<file path="config.mk">
export PLATFORM = sky130hd
export DESIGN_NAME = multichannel_input_conditioner
export DESIGN_NICKNAME = d
export VERILOG_FILES = /design/src/rtl/multichannel_input_conditioner.sv
export SDC_FILE = /design/constraint.sdc
export NUM_CORES = 1
export LEC_CHECK = 0
export CORE_ASPECT_RATIO = 1.1
export CORE_MARGIN = 5
export CORE_UTILIZATION = 30
export DETAILED_ROUTE_END_ITERATION = 6
export HOLD_SLACK_MARGIN = 0.06
export PLACE_DENSITY_LB_ADDON = 0.1
export SLEW_MARGIN = 20
export SYNTH_ARGS = -nofsm -noshare
export SYNTH_HDL_FRONTEND = slang
export SYNTH_SLANG_ARGS = --single-unit
</file>
<file path="constraint.sdc">
create_clock -name clock -period 1.4 [get_ports clock]
set_input_delay 0.28 -clock clock [delete_from_list [all_inputs] [get_ports clock]]
set_output_delay 0.28 -clock clock [all_outputs]
set_load 0.01 [all_outputs]
</file>
<file path="src/rtl/multichannel_input_conditioner.sv">
// rtl/multichannel_input_conditioner.sv - per-channel synchronizer, debounce filter and edge detector
// Each async input is synchronized, accepted only after F+1 stable cycles, then pulsed on change.
module multichannel_input_conditioner #(
  parameter int WIDTH         = 4,
  parameter int NUM_OF_STAGES = 2,
  parameter int FILTER_CYCLES = 3
) (
  input  logic             clock,
  input  logic             reset,
  input  logic [WIDTH-1:0] async_in,
  input  logic [WIDTH-1:0] pulse_mask,
  output logic [WIDTH-1:0] level_out,
  output logic [WIDTH-1:0] rise_pulse,
  output logic [WIDTH-1:0] fall_pulse,
  output logic             any_event
);

  localparam int CW = (FILTER_CYCLES < 1) ? 1 : $clog2(FILTER_CYCLES + 1);
  localparam logic [CW-1:0] CNT_MAX = CW'(FILTER_CYCLES);

  generate
    if (NUM_OF_STAGES < 2) begin : g_bad_stages
      $error("NUM_OF_STAGES must be at least 2");
    end
  endgenerate

  logic [WIDTH-1:0] sync_stage [NUM_OF_STAGES];
  logic [WIDTH-1:0] sync_q;
  logic [CW-1:0]    cnt [WIDTH];
  logic [WIDTH-1:0] accept;

  // Plain flop chain: nothing may sit between stages or metastability protection is lost.
  always_ff @(posedge clock or posedge reset) begin
    if (reset) begin
      for (int i = 0; i < NUM_OF_STAGES; i++) sync_stage[i] <= '0;
    end else begin
      sync_stage[0] <= async_in;
      for (int i = 1; i < NUM_OF_STAGES; i++) sync_stage[i] <= sync_stage[i-1];
    end
  end

  assign sync_q = sync_stage[NUM_OF_STAGES-1];

  always_comb begin
    accept = '0;
    for (int c = 0; c < WIDTH; c++) begin
      accept[c] = (sync_q[c] != level_out[c]) && (cnt[c] == CNT_MAX);
    end
  end

  always_ff @(posedge clock or posedge reset) begin
    if (reset) begin
      for (int c = 0; c < WIDTH; c++) cnt[c] <= '0;
      level_out  <= '0;
      rise_pulse <= '0;
      fall_pulse <= '0;
    end else begin
      for (int c = 0; c < WIDTH; c++) begin
        if (sync_q[c] == level_out[c]) begin
          cnt[c] <= '0;
        end else if (cnt[c] == CNT_MAX) begin
          level_out[c] <= sync_q[c];
          cnt[c]       <= '0;
        end else begin
          cnt[c] <= cnt[c] + 1'b1;
        end
      end
      // Pulses land with the first cycle of the new level; mask only matters at acceptance.
      rise_pulse <= accept & sync_q & ~pulse_mask;
      fall_pulse <= accept & ~sync_q & ~pulse_mask;
    end
  end

  assign any_event = |(rise_pulse | fall_pulse);

endmodule

</file>
* Word level (Yosys, flattened, before mapping)
Cells that the tools add are included.
Word-level totals: output and inout port bits 13, logic and storage cells 56, flip-flop bits (word level) 28
Operators by class: muxes and demuxes 8, $add $sub $neg 4, eq/ne operators 12, reduce and logical (&&, ||, !) cells 9, bitwise gates (word level) 11
Operators with widths (number):
- 4-bit bitwise AND | 4
- 2-bit 2-to-1 mux | 8
- 2-bit by 1-bit adder with 2-bit output (second input constant) | 4
- 2-bit == test (second input constant) | 4
- 4-bit inverter | 2
- 2-bit AND reduction | 4
- 1-bit == test | 4
- 1-bit logical AND | 4
- 1-bit inequality test | 4
- 1-bit inverter | 4
- 4-bit bitwise OR | 1
- 4-bit OR reduction | 1

* Logic depth before layout (Yosys ltp)
depth in word-level cells 4, gate-level depth with buffers 2, gate-level depth less buffers 2

* Least setup slack after synthesis
No wires, ideal clock.
kind reg2out, start register fall_pulse[0], end output any_event, setup slack 0.342 ns, cell stages (with the launch flop) 3, data arrival time 0.778 ns, path through dfrtp_1 nor4_1 nand2_1
Between the ends: longest elaborated chain between the ends 2
Ends and longest elaborated chain:
- from (decl) | line 14 | output logic [WIDTH-1:0] fall_pulse,
- from (signal assigned) | line 70 | fall_pulse <= accept & ~sync_q & ~pulse_mask;
- 4-bit bitwise OR | line 74 | assign any_event = |(rise_pulse | fall_pulse);
- 4-bit OR reduction | line 74
- to (decl) | line 15 | output logic any_event
No other way between the ends.

* Final worst setup path
start register rise_pulse[1], end output any_event
Between the ends: longest elaborated chain between the ends 2
Ends and longest elaborated chain:
- from (decl) | line 13 | output logic [WIDTH-1:0] rise_pulse,
- from (signal assigned) | line 69 | rise_pulse <= accept & sync_q & ~pulse_mask;
- 4-bit bitwise OR | line 74
- 4-bit OR reduction | line 74
No other way between the ends.

==> impl_metrics.json <==
{
  "routedWlPerCell_microns": 12.7,
  "wl_met1_microns": 689,
  "synth_edf_count": 0,
  "nets": 112,
  "hold_violations": 0,
  "cts_made_buffers": 3,
  "synth_top_flop_cell": "dfrtp_1",
  "worstReg2RegStart": "cnt[0]",
  "clock-sinks": 28,
  "area_delta_synth_final_pct": 36.5,
  "syn_area_per_cell_sq_um": 16.9,
  "slowest_stage": "dfrtp_1",
  "hold-worst-slack_ns": 0.274,
  "slew_headroom_pct": 83.7,
  "fin_cells": 132,
  "leakagePower_nw": 0.684,
  "htree_levels": 1,
  "dr.max_layer_used": "met4",
  "io_pins": 23,
  "yosysSeqAreaShare_pct": 69.0,
  "cts_tree": "done",
  "ys_seq_elements": 28,
  "clkTransAtPathRegs_ns": 0.14,
  "place_inst": 123,
  "gr-total-overflow": 0,
  "grt_pass1_wl_mm": 2.76,
  "initial_core_util_pct": 30.8,
  "gp_congestion": 0.649,
  "core-area_sq_um": 3300,
  "row_count": 22,
  "vdd_drop_max_mv": 0.508,
  "max_freq_ghz": 0.660,
  "status": "finished, violations left",
  "fin_crit_sh_pct": 108,
  "via_count": 591,
  "critPathTopFamily": "flip-flops",
  "grt_max_degree": 29,
  "cts_buffer_depth": 2,
  "fin_skew_ns": 0.00590,
  "synth_top_area_share_pct": 69.0,
  "drv_cap": 0,
  "diodes": 0,
  "root_buffer": "clkbuf_4",
  "r2r_slack_ns": 0.29,
  "yosysWarnings": 0,
  "synthTopCellsByCount": "dfrtp_1 (28), and4bb_2 (8)",
  "timing.final.max_slew_violations": 0,
  "end_kind": "output port",
  "setup_viol": 1,
  "crit_buf_inv": 1,
  "wl_met3_microns": 104,
  "first_global_vias": 630,
  "drive_above_1_share_pct": 33.3,
  "worstSkewPairLatency_ns": 0.31,
  "wl_mm": 1.67,
  "async_flop_share_pct": 100,
  "first_iter_violations": 36,
  "io_buffers": 22,
  "drtPass1Iterations": 2,
  "dp_hpwl_mm": 1.23,
  "required_ns": 1.12,
  "crit_chain": "nor4_2 > nand2_1 > buf_2",
  "period_minus_slack_ns": 1.52,
  "design.die.area_sq_um": 4650,
  "routed_via_density": 4.48,
  "synth_area_sq_um": 1020,
  "violations": "negative setup slack",
  "layout_setup_ws_ns": -0.116,
  "rsz0062_at_grt": "true",
  "worstPathArrival_ns": 1.24,
  "die_x_microns": 65.5,
  "crit_type": "flip-flop to output port",
  "synth_area_leaders": "dfrtp_1 (69%), and4bb_2 (9.9%), ha_1 (4.9%)",
  "critPathMaxFanout": 2,
  "start_kind": "flip-flop",
  "hp-class": "input pin to async pin",
  "wl_met2_microns": 859,
  "fillers": 310,
  "ant_nets": 0,
  "p_per_area_nw_per_um2": 1470,
  "yosysTopAreaCell": "dfrtp_1",
  "crit_path_max_incr_delay_ns": 0.42,
  "synth_cell_types": 10,
  "syn_inst": 60,
  "yosysMostFrequentCell": "dfrtp_1",
  "synth_nets": 74,
  "track_usage_pct": 7.84,
  "worst_pin_slew_ns": 0.242,
  "die_height_microns": 71.0,
  "antenna_found_initial": 0,
  "startpoint": "rise_pulse[1]",
  "drc": 0
}
==> through the flow <==
stage	power (mW)	setup slack (ns)	cell area, sq um	setup TNS (ns)	utilization (%)
2_1_floorplan	1.45	0.342	1020	0	-
3_3_place_gp	1.70	-0.121	1330	-0.121	40.3
3_5_place_dp	1.72	-0.142	1330	-0.142	40.3
4_1_cts	2.08	-0.123	1380	-0.123	41.9
5_1_grt	2.21	-0.189	1390	-0.189	42.0
6_report	2.04	-0.116	1390	-0.116	42.0
==> area by class of cell <==
type	count	area [sq um]	area share, %
clock buffer	3	22.5	1.62
inverter	1	3.75	0.271
multi-input combinational	31	318	22.9
sequential	28	701	50.5
tap	36	45.0	3.25
timing repair buffer	33	297	21.4
==> tightest hold or removal path, cell delays in order <==
cell and delay (ns):
clkdlybuf4s50_1 0.40, inv_1 0.09, buf_12 0.19
==> layout by cell type (no fill, tap or decap), drive strengths merged, types with 2 or more instances in the layout <==
master         instances
clkdlybuf4s50          9
dfrtp                 28
mux2                   4
and4bb                 8
dlygate4sd2            8
nor4                   2
nor3                   4
nor2b                  4
xnor2                  4
ha                     4
clkbuf                 5
buf                   14
==> timing repair <==
action	4_1_cts	5_1_grt
gates resized for setup	21	9
buffers inserted	5	2
hold buffers	0	0
endpoints found under the setup margin	13	5
endpoints found under the hold margin	0	0
pin swaps	2	0
==> cell families after synthesis <==
kind of cell / Yosys count / synth area share, %
flip-flops: 28 / 69.0
AND/OR/NAND/NOR: 19 / 17.9
XOR/XNOR: 4 / 3.45
multiplexers: 4 / 4.43
adder cells (fa/ha/maj): 4 / 4.93
buffers and inverters: 1 / 0.369
==> where the power goes <==
| group | total (mW) | internal [mW] | switching (mW) |
|---|---|---|---|
| sequential | 1.07 | 0.979 | 0.0920 |
| combinational | 0.660 | 0.378 | 0.281 |
| clock | 0.310 | 0.100 | 0.210 |
| total | 2.04 | 1.46 | 0.583 |
==> worst paths after layout <==
check / to / cells after the start
max in group asynchronous: rise_pulse[0] / 3
worst min-delay path: sync_stage[6] / 3
min in group clock: sync_q[0] / 0
worst max register to register: level_out[3] / 2
worst max-delay path: any_event / 3
worst min register to register: sync_q[0] / 0
==> metal layers <==
metal / GRT usage, % / up-vias
met5: 0 / -
met4: 4.15 / 0
met3: 2.38 / 2
met2: 13.2 / 13
met1: 8.85 / 290
li1: - / 286
==> registers in the layout, indices dropped and copies added (netlist names) <==
name and flops:
cnt 8, fall_pulse 4, level_out 4, rise_pulse 4, sync_q 4, sync_stage 4
Power figures use the tool's default switching activity.
